==> src/rtl/alu_iter_pkg.sv <==
// alu_iter_pkg
// Shared definitions for the iterative execute-stage ALU.
//   - ALUop codes. The ALU decoder uses the same values.
//   - Shift-mode enum used by the shift sub-module.
//   - Small helpers that classify an ALUop.
package alu_iter_pkg;

    localparam logic [3:0] ALU_ADD    = 4'd0;
    localparam logic [3:0] ALU_SUB    = 4'd1;
    localparam logic [3:0] ALU_AND    = 4'd2;
    localparam logic [3:0] ALU_OR     = 4'd3;
    localparam logic [3:0] ALU_XOR    = 4'd4;
    localparam logic [3:0] ALU_SLT    = 4'd5;
    localparam logic [3:0] ALU_SLTU   = 4'd6;
    localparam logic [3:0] ALU_SLL    = 4'd7;
    localparam logic [3:0] ALU_SRA    = 4'd8;
    localparam logic [3:0] ALU_SRL    = 4'd9;
    localparam logic [3:0] ALU_COPY_B = 4'd10;
    localparam logic [3:0] ALU_XXX    = 4'd15;

    // Direction and fill rule for one shift step.
    typedef enum logic [1:0] {
        SH_LL = 2'd0,   // left, zero fill
        SH_RL = 2'd1,   // right, zero fill
        SH_RA = 2'd2    // right, sign fill
    } shift_mode_t;

    // True for the three ops that are executed one bit per cycle.
    function automatic logic is_shift_op(input logic [3:0] op);
        logic res;
        case (op)
            ALU_SLL, ALU_SRA, ALU_SRL: res = 1'b1;
            default:                   res = 1'b0;
        endcase
        return res;
    endfunction

    // Maps a shift ALUop to its step rule. Non-shift ops map to SH_LL and are never loaded.
    function automatic shift_mode_t shift_mode_of(input logic [3:0] op);
        shift_mode_t res;
        case (op)
            ALU_SLL: res = SH_LL;
            ALU_SRL: res = SH_RL;
            ALU_SRA: res = SH_RA;
            default: res = SH_LL;
        endcase
        return res;
    endfunction

endpackage

==> src/rtl/alu_iter_if.sv <==
// alu_iter_if
// Operation/result handshake bundle between operand-select and the ALU.
//   in_valid/in_ready   : operation offer and acceptance
//   ALUop, A, B         : operation code and operands
//   out_valid/out_ready : result offer and consumption
//   result              : registered result
// The master is the pipeline side. The slave is the ALU.
interface alu_iter_if #(
    parameter int WIDTH = 32
);
    logic             in_valid;
    logic             in_ready;
    logic [3:0]       ALUop;
    logic [WIDTH-1:0] A;
    logic [WIDTH-1:0] B;
    logic             out_valid;
    logic             out_ready;
    logic [WIDTH-1:0] result;

    modport master (
        output in_valid, ALUop, A, B, out_ready,
        input  in_ready, out_valid, result
    );

    modport slave (
        input  in_valid, ALUop, A, B, out_ready,
        output in_ready, out_valid, result
    );
endinterface

==> src/rtl/alu_iter_shift.sv <==
// alu_iter_shift
// Working register and bit counter for the iterative shifts.
//   clk, rst_n : clock and asynchronous active-low reset
//   load       : capture load_val/load_cnt/load_mode. Takes priority over step.
//   step       : shift the working register one bit and decrement the counter
//   step_val   : the working register value after the next step (combinational)
//   last_step  : the counter is at 1, so the next step completes the shift
module alu_iter_shift
    import alu_iter_pkg::*;
#(
    parameter int WIDTH   = 32,
    parameter int SHAMT_W = 5
) (
    input  logic               clk,
    input  logic               rst_n,
    input  logic               load,
    input  logic               step,
    input  logic [WIDTH-1:0]   load_val,
    input  logic [SHAMT_W-1:0] load_cnt,
    input  shift_mode_t        load_mode,
    output logic [WIDTH-1:0]   step_val,
    output logic               last_step
);

    localparam logic [SHAMT_W-1:0] CNT_ONE = {{(SHAMT_W-1){1'b0}}, 1'b1};

    logic [WIDTH-1:0]   work_r;
    logic [SHAMT_W-1:0] cnt_r;
    shift_mode_t        mode_r;

    // One-bit shift of the working register according to the latched mode.
    always_comb begin
        step_val = work_r;
        case (mode_r)
            SH_LL:   step_val = {work_r[WIDTH-2:0], 1'b0};
            SH_RL:   step_val = {1'b0, work_r[WIDTH-1:1]};
            SH_RA:   step_val = {work_r[WIDTH-1], work_r[WIDTH-1:1]};
            default: step_val = work_r;
        endcase
    end

    assign last_step = (cnt_r == CNT_ONE);

    // Working register, counter and mode. Load takes priority over step.
    always_ff @(posedge clk or negedge rst_n) begin
        if (!rst_n) begin
            work_r <= {WIDTH{1'b0}};
            cnt_r  <= {SHAMT_W{1'b0}};
            mode_r <= SH_LL;
        end else if (load) begin
            work_r <= load_val;
            cnt_r  <= load_cnt;
            mode_r <= load_mode;
        end else if (step) begin
            work_r <= step_val;
            cnt_r  <= cnt_r - CNT_ONE;
        end else begin
            work_r <= work_r;
            cnt_r  <= cnt_r;
            mode_r <= mode_r;
        end
    end

endmodule

==> src/rtl/alu_iter.sv <==
// alu_iter
// Execute-stage ALU with a valid/ready handshake on both sides.
// Add, logic, compare, copy and zero-amount shifts take one cycle.
// Shifts by N>0 run one bit per cycle in alu_iter_shift and take N+1 cycles.
//   clk   : rising-edge clock
//   rst_n : asynchronous active-low reset. Aborts any operation in flight.
//   bus   : alu_iter_if.slave (in_valid/in_ready, ALUop, A, B,
//           out_valid/out_ready, result)
module alu_iter
    import alu_iter_pkg::*;
#(
    parameter int WIDTH   = 32,
    parameter int SHAMT_W = 5
) (
    input  logic         clk,
    input  logic         rst_n,
    alu_iter_if.slave    bus
);

    typedef enum logic [1:0] {
        ST_IDLE  = 2'd0,
        ST_SHIFT = 2'd1,
        ST_DONE  = 2'd2
    } state_t;

    state_t             state_r;
    state_t             state_next_s;
    logic [WIDTH-1:0]   result_r;
    logic [WIDTH-1:0]   result_next_s;
    logic               out_valid_r;
    logic               in_ready_s;
    logic               accept_s;
    logic [WIDTH-1:0]   alu_res_s;
    logic [SHAMT_W-1:0] shamt_s;
    logic               slt_s;
    logic               sltu_s;
    logic               load_s;
    logic               step_s;
    logic [WIDTH-1:0]   shift_step_val_s;
    logic               shift_last_s;

    // DONE can retire and accept on the same edge, so the pipeline sees no bubble.
    assign in_ready_s = (state_r == ST_IDLE) || ((state_r == ST_DONE) && bus.out_ready);
    assign accept_s   = bus.in_valid && in_ready_s;
    assign shamt_s    = bus.B[SHAMT_W-1:0];
    assign slt_s      = ($signed(bus.A) < $signed(bus.B));
    assign sltu_s     = (bus.A < bus.B);

    // Single-cycle datapath. A shift reaching this result has a zero amount, so it returns A.
    always_comb begin
        alu_res_s = {WIDTH{1'b0}};
        case (bus.ALUop)
            ALU_ADD:    alu_res_s = bus.A + bus.B;
            ALU_SUB:    alu_res_s = bus.A - bus.B;
            ALU_AND:    alu_res_s = bus.A & bus.B;
            ALU_OR:     alu_res_s = bus.A | bus.B;
            ALU_XOR:    alu_res_s = bus.A ^ bus.B;
            ALU_SLT:    alu_res_s = {{(WIDTH-1){1'b0}}, slt_s};
            ALU_SLTU:   alu_res_s = {{(WIDTH-1){1'b0}}, sltu_s};
            ALU_SLL, ALU_SRA, ALU_SRL:
                        alu_res_s = bus.A;
            ALU_COPY_B: alu_res_s = bus.B;
            default:    alu_res_s = {WIDTH{1'b0}};
        endcase
    end

    // Next state and result. A new accept overrides the retire decision made in DONE.
    always_comb begin
        state_next_s  = state_r;
        result_next_s = result_r;
        load_s        = 1'b0;
        step_s        = 1'b0;
        case (state_r)
            ST_IDLE: begin
                state_next_s = ST_IDLE;
            end
            ST_SHIFT: begin
                step_s = 1'b1;
                if (shift_last_s) begin
                    state_next_s  = ST_DONE;
                    result_next_s = shift_step_val_s;
                end else begin
                    state_next_s  = ST_SHIFT;
                end
            end
            ST_DONE: begin
                if (bus.out_ready) begin
                    state_next_s = ST_IDLE;
                end else begin
                    state_next_s = ST_DONE;
                end
            end
            default: begin
                state_next_s = ST_IDLE;
            end
        endcase

        if (accept_s) begin
            if (is_shift_op(bus.ALUop) && (shamt_s != {SHAMT_W{1'b0}})) begin
                state_next_s = ST_SHIFT;
                load_s       = 1'b1;
            end else begin
                state_next_s  = ST_DONE;
                result_next_s = alu_res_s;
            end
        end else begin
            load_s = 1'b0;
        end
    end

    // State, result and out_valid registers.
    always_ff @(posedge clk or negedge rst_n) begin
        if (!rst_n) begin
            state_r     <= ST_IDLE;
            result_r    <= {WIDTH{1'b0}};
            out_valid_r <= 1'b0;
        end else begin
            state_r     <= state_next_s;
            result_r    <= result_next_s;
            out_valid_r <= (state_next_s == ST_DONE);
        end
    end

    alu_iter_shift #(
        .WIDTH   (WIDTH),
        .SHAMT_W (SHAMT_W)
    ) u_shift (
        .clk       (clk),
        .rst_n     (rst_n),
        .load      (load_s),
        .step      (step_s),
        .load_val  (bus.A),
        .load_cnt  (shamt_s),
        .load_mode (shift_mode_of(bus.ALUop)),
        .step_val  (shift_step_val_s),
        .last_step (shift_last_s)
    );

    assign bus.in_ready  = in_ready_s;
    assign bus.out_valid = out_valid_r;
    assign bus.result    = result_r;

endmodule

==> src/flat_wrapper.sv <==
// flat-port wrapper written by rule: the top's interface ports become plain ports
module alu_iter_flat import alu_iter_pkg::*;
#(
    parameter int WIDTH   = 32,
    parameter int SHAMT_W = 5
)
  (clk, rst_n, bus_in_valid, bus_ALUop, bus_A, bus_B, bus_out_ready, bus_in_ready, bus_out_valid, bus_result);
  alu_iter_if #(.WIDTH(WIDTH)) bus_i ();
  input  logic clk;
  input  logic rst_n;
  input wire logic [$bits(bus_i.in_valid)-1:0] bus_in_valid;
  input wire logic [$bits(bus_i.ALUop)-1:0] bus_ALUop;
  input wire logic [$bits(bus_i.A)-1:0] bus_A;
  input wire logic [$bits(bus_i.B)-1:0] bus_B;
  input wire logic [$bits(bus_i.out_ready)-1:0] bus_out_ready;
  output wire logic [$bits(bus_i.in_ready)-1:0] bus_in_ready;
  output wire logic [$bits(bus_i.out_valid)-1:0] bus_out_valid;
  output wire logic [$bits(bus_i.result)-1:0] bus_result;
  assign bus_i.in_valid = bus_in_valid;
  assign bus_i.ALUop = bus_ALUop;
  assign bus_i.A = bus_A;
  assign bus_i.B = bus_B;
  assign bus_i.out_ready = bus_out_ready;
  assign bus_in_ready = bus_i.in_ready;
  assign bus_out_valid = bus_i.out_valid;
  assign bus_result = bus_i.result;
  alu_iter #(.WIDTH(WIDTH), .SHAMT_W(SHAMT_W)) u_core (.clk(clk), .rst_n(rst_n), .bus(bus_i));
endmodule
==> config.mk <==
export PLATFORM = sky130hd
export DESIGN_NAME = alu_iter_flat
export DESIGN_NICKNAME = d
export VERILOG_FILES = /design/src/rtl/alu_iter_pkg.sv /design/src/rtl/alu_iter_if.sv /design/src/rtl/alu_iter_shift.sv /design/src/rtl/alu_iter.sv /design/src/flat_wrapper.sv
export SDC_FILE = /design/constraint.sdc
export NUM_CORES = 1
export LEC_CHECK = 0
export BUFFER_PORTS_ARGS = -buffer_cell sky130_fd_sc_hd__buf_2
export CAP_MARGIN = 20
export CORE_MARGIN = 2
export CORE_UTILIZATION = 50
export CTS_CLUSTER_SIZE = 16
export DETAILED_ROUTE_END_ITERATION = 16
export PLACE_DENSITY = 0.69
export RECOVER_POWER = 50
export SLEW_MARGIN = 15
export SYNTH_ARGS = -nofsm -noshare
export SYNTH_HDL_FRONTEND = slang
export SYNTH_HIERARCHICAL = 1
export SYNTH_SLANG_ARGS = --single-unit
==> constraint.sdc <==
create_clock -name clk -period 3.27 [get_ports clk]
set_input_delay 0.981 -clock clk [delete_from_list [all_inputs] [get_ports clk]]
set_output_delay 0.981 -clock clk [all_outputs]
set_load 0.01 [all_outputs]
== After elaboration in Yosys (flattened, before gate mapping) ==
Index checks and enable logic that the tools add are counted.
Widths: inputs -> output; s select.

* Bits in registers: 74
* Output and inout bits: 34
* Word-level logic and storage cells: 61

* Add/subtract/negate cells: 3
* Magnitude comparators: 2
* Eq/ne operators: 16
* Mux-type cells: 21
* Bitwise gates (word level): 3
* Reduce and logical (&&, ||, !) cells: 10

{| class="wikitable"
|+ Operators by type and width
! operator !! count
|-
| $pmux 32 s9 || 1
|-
| $mux 32 || 6
|-
| $pmux 32 s3 || 1
|-
| $lt 32x32->1 || 2
|-
| $add 32x32->32 || 1
|-
| $and 32x32->32 || 1
|-
| $or 32x32->32 || 1
|-
| $sub 32x32->32 || 1
|-
| $xor 32x32->32 || 1
|-
| $eq 4x3->1 const B || 4
|-
| $eq 4x4->1 const B || 3
|-
| $mux 5 || 2
|-
| $eq 4x2->1 const B || 2
|-
| $mux 2 || 4
|-
| $pmux 2 s2 || 2
|-
| $eq 2x2->1 const B || 3
|-
| $eq 5x1->1 const B || 1
|-
| $mux 1 || 5
|-
| $reduce_bool 5->1 || 1
|-
| $sub 5x1->5 const B || 1
|-
| $eq 2x1->1 const B || 2
|-
| $eq 4x1->1 const B || 1
|-
| $logic_not 2->1 || 2
|-
| $logic_not 4->1 || 1
|-
| other kinds (4) || 6
|}

== Depth between registers and ports, before layout ==
Gate-level depths: netlist (run 1).

* Depth after elaboration: 9
* Depth in mapped cells: 12

== By module ==
The synthesis (run 1) kept the hierarchy.

{| class="wikitable"
|+ By module, submodules not included
! module !! times used !! cells an instance !! area an instance (um^2) !! seq. area each (um^2)
|-
| alu_iter || 1 || 997 || 7,041.8 || 875.8
|-
| alu_iter_shift || 1 || 319 || 3,200.6 || 975.9
|}

== Worst setup path after synthesis (run 1) ==
No wires, ideal clock.

* Path kind: input to register
* From: in bus_A[11]
* To: reg u_core.result_r[28] (netlist: u_core/bus.result[28])
* Library setup time: 0.126 ns
* Arrival time: 3.597 ns
* Data required time: 3.144 ns
* Slack: -0.453 ns
* Stages: 12
* Buffers on the path: 1
* Path through: inv_1 -> ha_1 -> buf_6 -> or4_4 -> or4_1 -> or3_1 -> a21oi_2 -> o21a_4 -> a21o_4 -> or4b_1 -> a21oi_1 -> o32a_1

* Word-level cells in the longest chain between the ends: 4

{| class="wikitable"
|+ Ends and longest elaborated chain
! item !! RTL line !! source
|-
| start, declared || flat_wrapper.sv:13 || <nowiki>input wire logic [$bits(bus_i.A)-1:0] bus_A;</nowiki>
|-
| $sub 32x32->32 / $add 32x32->32 (equally long branches) || alu_iter.sv:54, alu_iter.sv:53 ||
|-
| $pmux 32 s9 (*) || alu_iter.sv:52 || <nowiki>case (bus.ALUop)</nowiki>
|-
| $mux 32 (*) || alu_iter.sv:99 || <nowiki>if (is_shift_op(bus.ALUop) && (shamt_s != {SHAMT_W{1'b0}})) begin</nowiki>
|-
| $mux 32 (*) || alu_iter.sv:98 || <nowiki>if (accept_s) begin</nowiki>
|-
| named net u_core.result_next_s[28] || alu_iter.sv:29 || <nowiki>logic [WIDTH-1:0] result_next_s;</nowiki>
|-
| end signal, assigned || alu_iter.sv:115 || <nowiki>result_r <= {WIDTH{1'b0}};</nowiki>
|-
| end signal, assigned || alu_iter.sv:119 || <nowiki>result_r <= result_next_s;</nowiki>
|-
| end, declared || alu_iter.sv:28 || <nowiki>logic [WIDTH-1:0] result_r;</nowiki>
|}

Mark *: on every way through the listed nets, which the timed path passes. The rest lies on a longest branch.
A chain may end at the register's enable or synchronous reset.

== Worst setup path after layout (run 1) ==
* From: in bus_B[11]
* To: reg u_core.result_r[28] (netlist: u_core/bus.result[28])

* Word-level cells in the longest chain between the ends: 4

{| class="wikitable"
|+ Ends and longest elaborated chain
! item !! RTL line !! source
|-
| start, declared || flat_wrapper.sv:14 || <nowiki>input wire logic [$bits(bus_i.B)-1:0] bus_B;</nowiki>
|-
| $sub 32x32->32 / $add 32x32->32 (equally long branches) || alu_iter.sv:54, alu_iter.sv:53 ||
|-
| $pmux 32 s9 (*) || alu_iter.sv:52 ||
|-
| $mux 32 (*) || alu_iter.sv:99 ||
|-
| $mux 32 (*) || alu_iter.sv:98 ||
|-
| named net u_core.result_next_s[28] || alu_iter.sv:29 ||
|}

Marked as above.

==> run summary, run 1 <==
status -> complete, but fails checks
failing checks -> capacitance limit, slew limit, setup timing
RePlAce Congestion -> 1.03
area grow syn2layout -> 39.2%
Pleak -> 6.23 nW
register area share after synthesis -> 0.181
Post-DP HPWL -> 30,200 um
Core ar. -> 20,200 um^2
CTS max path bufs -> 2
Via-to-Cell Ratio -> 6.22
Post-Synthesis Cells -> 1,316
vias in the first global route -> 11,100
Reg clk slew, reported paths -> 60 ps
drc violations -> 0
Syn. warnings -> 6
Tightest Pin Transition -> 1870 ps
Power Total -> 5.96 mW
Yosys reg bits -> 74
IO Count -> 106
area of the die -> 21,600 um^2
unrepaired setup endpoints after global routing -> yes
antenna-violating nets left -> 0
clk_skew -> 10.4 ps
synthesized area -> 10,200 um^2
crit path time final -> 3410 ps
post-synth top area share -> 0.181
Synth cell types -> 81
first-pass GRT wire length -> 61,600 um
Num Clock Sinks -> 74
DIE WIDTH -> 147 um
startpoint class of the critical path -> input port
routed wire length -> 40,500 um
Starting DRT DRC Count -> 1,437
Max Clock Freq -> 293 MHz
initial antenna violation count -> 0
CTS root buf -> clkbuf_16
largest net degree at the start of global routing -> 77
Post-synth EDFFs -> 0
GRT Util Overall -> 0.357
largest cells by area after synthesis -> dfrtp_1, ha_1, mux2i_1, o21ai_0, a21oi_1
crit path max fanout -> 5
H-tree levels -> 3
CP required -> 3550 ps
Die Y -> 147 um
Syn Nets -> 1,491
max_cap viols -> 1
port bufs -> 105
Synth top cells by count -> nand2_1, inv_1, o21ai_0
worst hold slack -> 593 ps
Hold/Removal Path Class -> reg -> reg
Max IR drop VDD -> 325 uV
DR vias -> 12,000
Setup Crit Path Kind -> in -> reg
Power per Cell Area -> 418 nW/um^2
hold_buf cts -> 0
CTS tree -> built
Post-synth ARST share -> 1.00
most frequent cell after synthesis -> nand2_1
grt total ovfl -> 0
Worst EP arrival -> 3690 ps
crit end category -> flip-flop
setup ws final -> -144 ps
predominant post-synthesis flop cell -> dfrtp_1
Final Cycle Share -> 1.04
worst skew pair latency -> 340 ps
area leader, netlist -> dfrtp_1
Setup WS pre-CTS -> -776 ps
Starting Density -> 0.508
Ant. Diodes -> 0
layout cells sized above 1 -> 0.361
Layout Utilization -> 0.707
Slew HR -> -0.247
CTS buffer count -> 9
Synth Area per Inst -> 7.78 um^2
Final Max Tran Viols -> 34
Core Rows -> 52
Final Net Count -> 1,823
Final setup viols -> 7
wire per inst -> 21.1 um
DRT Pass-1 Iters -> 7
Hold Vio Cnt, Final -> 0
==> layout make-up <==
type                       count  area [um^2]
timing repair buffer         416         3030
fill                        1656         5910
clock inverter                 6         68.8
sequential                    74         1860
clock buffer                  10          229
tap                          270          338
inverter                     110          435
multi-input combinational   1037         8300
==> kinds of logic after synthesis <==
| family | after synthesis | share of synthesized area |
|---|---|---|
| AND/OR/NAND/NOR | 337 | 0.156 |
| flip-flops | 74 | 0.181 |
| AO/OA/AOI/OAI | 461 | 0.301 |
| XOR/XNOR | 14 | 0.0120 |
| buffers and inverters | 205 | 0.0927 |
| multiplexers | 122 | 0.130 |
| adder cells (fa/ha/maj) | 103 | 0.127 |
==> registers in the layout (all words and copies together), names as in the netlist <==
register               flops
u_core/bus.out_valid       1
u_core/bus.result         32
u_core/state_r             2
u_core/u_shift/cnt_r       5
u_core/u_shift/mode_r      2
u_core/u_shift/work_r     32
==> repair_timing <==
item / in CTS / in global routing
setup endpoints to repair: 19 / 21
pin swaps: 34 / 53
gates resized for setup: 68 / 116
setup buffers: 7 / 18
==> metal layers <==
layer	GRT usage	up-vias	share of wire
li1	-	5475	-
met5	0	-	0
met2	0.533	714	0.43
met4	0.110	0	0.032
met3	0.0568	116	0.11
met1	0.529	5655	0.43
==> path summary, 6_finish.rpt <==
kind	startpoint	to	slack (ps)	cells after the start
setup / recovery	bus_B[11]	u_core/bus.result[28]	-140	12
hold / removal	u_core/bus.result[2]	u_core/bus.result[2]	590	2
setup reg to reg	u_core/u_shift/cnt_r[1]	u_core/bus.result[25]	580	9
hold reg to reg	u_core/bus.result[2]	u_core/bus.result[2]	590	2
max in group asynchronous	rst_n	u_core/u_shift/work_r[19]	610	2
min in group asynchronous	rst_n	u_core/u_shift/work_r[6]	1140	1
==> through the flow <==
| stage | cell area (um^2) | setup TNS (ps) | instances |
|---|---|---|---|
| 6_report | 14300 | -586 | 1923 |
| 4_1_cts | 13600 | -1230 | 1905 |
| 3_5_place_dp | 12900 | -11810 | 1883 |
| 5_1_grt | 14300 | -1240 | 1923 |
| 3_3_place_gp | 12900 | -10830 | 1883 |
| 2_1_floorplan | 10300 | -1920 | 1316 |
==> power by group <==
part | switching (mW) | internal [mW]
combinational | 1.75 | 1.54
clock | 0.421 | 0.594
sequential | 0.418 | 1.24
==> layout by cell type, fill, tap and decap left out, drive strengths merged, types with 35 or more instances in the layout <==
master and n:
nor2 78, nand2b 40, ha 101, inv 109, dfrtp 74, nand2 113
o21ai 115, a21oi 106, mux2i 117, a31o 35, buf 403
==> critical path, stage by stage <==
cell and delay (ps):
buf_6 80, inv_4 30, ha_4 290, and2b_2 250, o21ai_4 170, o311ai_4 120
or4_4 530, o21a_4 240, a21o_4 220, or4b_4 480, a21oi_2 140, o32a_1 160
Power figures use the tool's default switching activity.
==> inputs of run 2 (changes only) <==
GPL_ROUTABILITY_DRIVEN = 0   (was default)
MAX_ROUTING_LAYER = met4   (was default)
REMOVE_ABC_BUFFERS = 1   (was default)
==> run summary, run 2 (synthesis results as in run 1) <==
M1 GR Usage -> 0.472
register area -> 1860 um^2
commonest non-fill, non-tap cell in the layout -> buf_4
clk_skew -> 7.25 ps
Hold Vio Cnt, Final -> 0
HP Start -> u_core/bus.result[4]
Setup Crit Path Kind -> in -> reg
Pleak -> 5.89 nW
largest net degree at the start of global routing -> 49
crit end category -> flip-flop
Core Rows -> 52
CTS max path bufs -> 2
Slew HR -> 0.226
CTS buffer count -> 9
wire per inst -> 20.8 um
R2R setup slack -> 560 ps
Via-to-Cell Ratio -> 6.36
hold path depth -> 2
IO Count -> 106
Max IR drop VDD -> 305 uV
CP required -> 3510 ps
first-pass GRT wire length -> 59,500 um
Final Cycle Share -> 1.07
Core ar. -> 20,200 um^2
hold_buf cts -> 0
met3 usage -> 0.0649
failing checks -> setup timing
status -> complete, but fails checks
worst skew pair latency -> 360 ps
Starting Density -> 0.508
max_cap viols -> 0
DRT Pass-1 Iters -> 6
worst hold slack -> 565 ps
reg-to-reg endpoint -> u_core/bus.result[31]
DIE WIDTH -> 147 um
Post-DP HPWL -> 27,500 um
grt peak-use layer -> met2
Placed Cells -> 1,839
layout cells sized above 1 -> 0.326
Die Y -> 147 um
DP Area -> 12,500 um^2
Hold/Removal Path Class -> reg -> reg
port bufs -> 105
most frequent cells in the layout -> buf_4, nand2_1, o21ai_0, inv_1, a21oi_1
grt total ovfl -> 0
Starting DRT DRC Count -> 1,569
routed wire length -> 38,800 um
area grow syn2layout -> 32.4%
CTS root buf -> clkbuf_16
Fillers -> 1,674
Tightest Pin Transition -> 1160 ps
met2 GRT Util -> 0.531
antenna-violating nets left -> 0
setup ws final -> -238 ps
initial antenna violation count -> 1
Max Clock Freq -> 285 MHz
crit path time final -> 3510 ps
GRT Util Overall -> 0.354
drc violations -> 0
Power Total -> 5.76 mW
fin area -> 13,600 um^2
area of the die -> 21,600 um^2
Final setup viols -> 10
Final Max Tran Viols -> 0
Final Net Count -> 1,767
vias in the first global route -> 11,300
Power per Cell Area -> 425 nW/um^2
worst hold path endpoint -> u_core/bus.result[4]
area of the multi-input gates -> 8100 um^2
Num Clock Sinks -> 74
Worst EP arrival -> 3750 ps
startpoint class of the critical path -> input port
reg2reg path depth -> 10
CTS tree -> built
reg2reg start -> u_core/u_shift/cnt_r[1]
DR vias -> 11,900
H-tree levels -> 3
post-route insts no fill -> 1,868
unrepaired setup endpoints after global routing -> yes
Reg clk slew, reported paths -> 60 ps
crit path max fanout -> 6
[run 2: cell count changes in the layout (fill, tap and decap cells not counted), sizes merged]
cell / before / now
clkbuf: 23 / 27
buf: 403 / 347
diode: 0 / 1
bufinv: 1 / 0
clkinv: 5 / 2
[run 2: power breakdown]
| group | total, mW | leakage, nW | internal [mW] | switching, mW |
|---|---|---|---|---|
| logic | 3.09 | 4.81 | 1.45 | 1.64 |
| clock network | 1.01 | 0.133 | 0.557 | 0.450 |
| registers | 1.67 | 0.953 | 1.24 | 0.431 |
| total | 5.76 | 5.89 | 3.25 | 2.52 |
[run 2: worst max-delay path: stages]
cell	delay, ps
buf_8	100
inv_6	50
ha_4	200
or4_4	540
or4_1	460
or3_1	410
a21oi_2	200
o21a_4	160
a21o_4	170
or4b_4	140
a21oi_2	40
o32a_1	300
[run 2: timing repair]
item,in CTS,in global routing
cloned,0,0
resized for setup,55,102
setup buffers,7,8
pin swaps,30,39
setup endpoints to repair,19,19
[run 2: final cells by class]
| cell class | instances | share of cell area |
|---|---|---|
| diodes | 1 | 0.000185 |
| clock buffers | 14 | 0.0195 |
| clock inverters | 2 | 0.000923 |
| inverters | 110 | 0.0312 |
| multi-input cells | 1037 | 0.597 |
| flip-flops and latches | 74 | 0.137 |
| well taps | 270 | 0.0249 |
| repair buffers | 360 | 0.189 |
[run 2: how the worst max path moves through the flow]
stage | depth (start not counted) | endpoint | startpoint | slack, ps
floorplan | 6 | u_core/u_shift/cnt_r[3] | bus_ALUop[2] | -1580
global placement | 13 | u_core/bus.result[31] | bus_A[18] | -660
detailed placement | 13 | u_core/bus.result[16] | bus_A[0] | -710
CTS | 12 | u_core/bus.result[28] | bus_B[11] | -110
global route | 12 | u_core/bus.result[28] | bus_B[11] | -270
finish | 12 | u_core/bus.result[28] | bus_B[11] | -240
[run 2: through the flow]
| stage | util | worst slack [ps] | setup TNS [ps] |
|---|---|---|---|
| global placement | 0.621 | -663 | -9060 |
| finish | 0.672 | -238 | -1280 |
| floorplan | - | -1580 | -83570 |
| detailed placement | 0.621 | -706 | -10090 |
| global route | 0.672 | -269 | -1980 |
| CTS | 0.650 | -105 | -158 |
[run 2: routing by layer]
metal | wire length, um | share of wire
met1 | 16000 | 0.41
met2 | 17000 | 0.44
met3 | 4200 | 0.11
met4 | 1600 | 0.041
met5 | 0 | 0
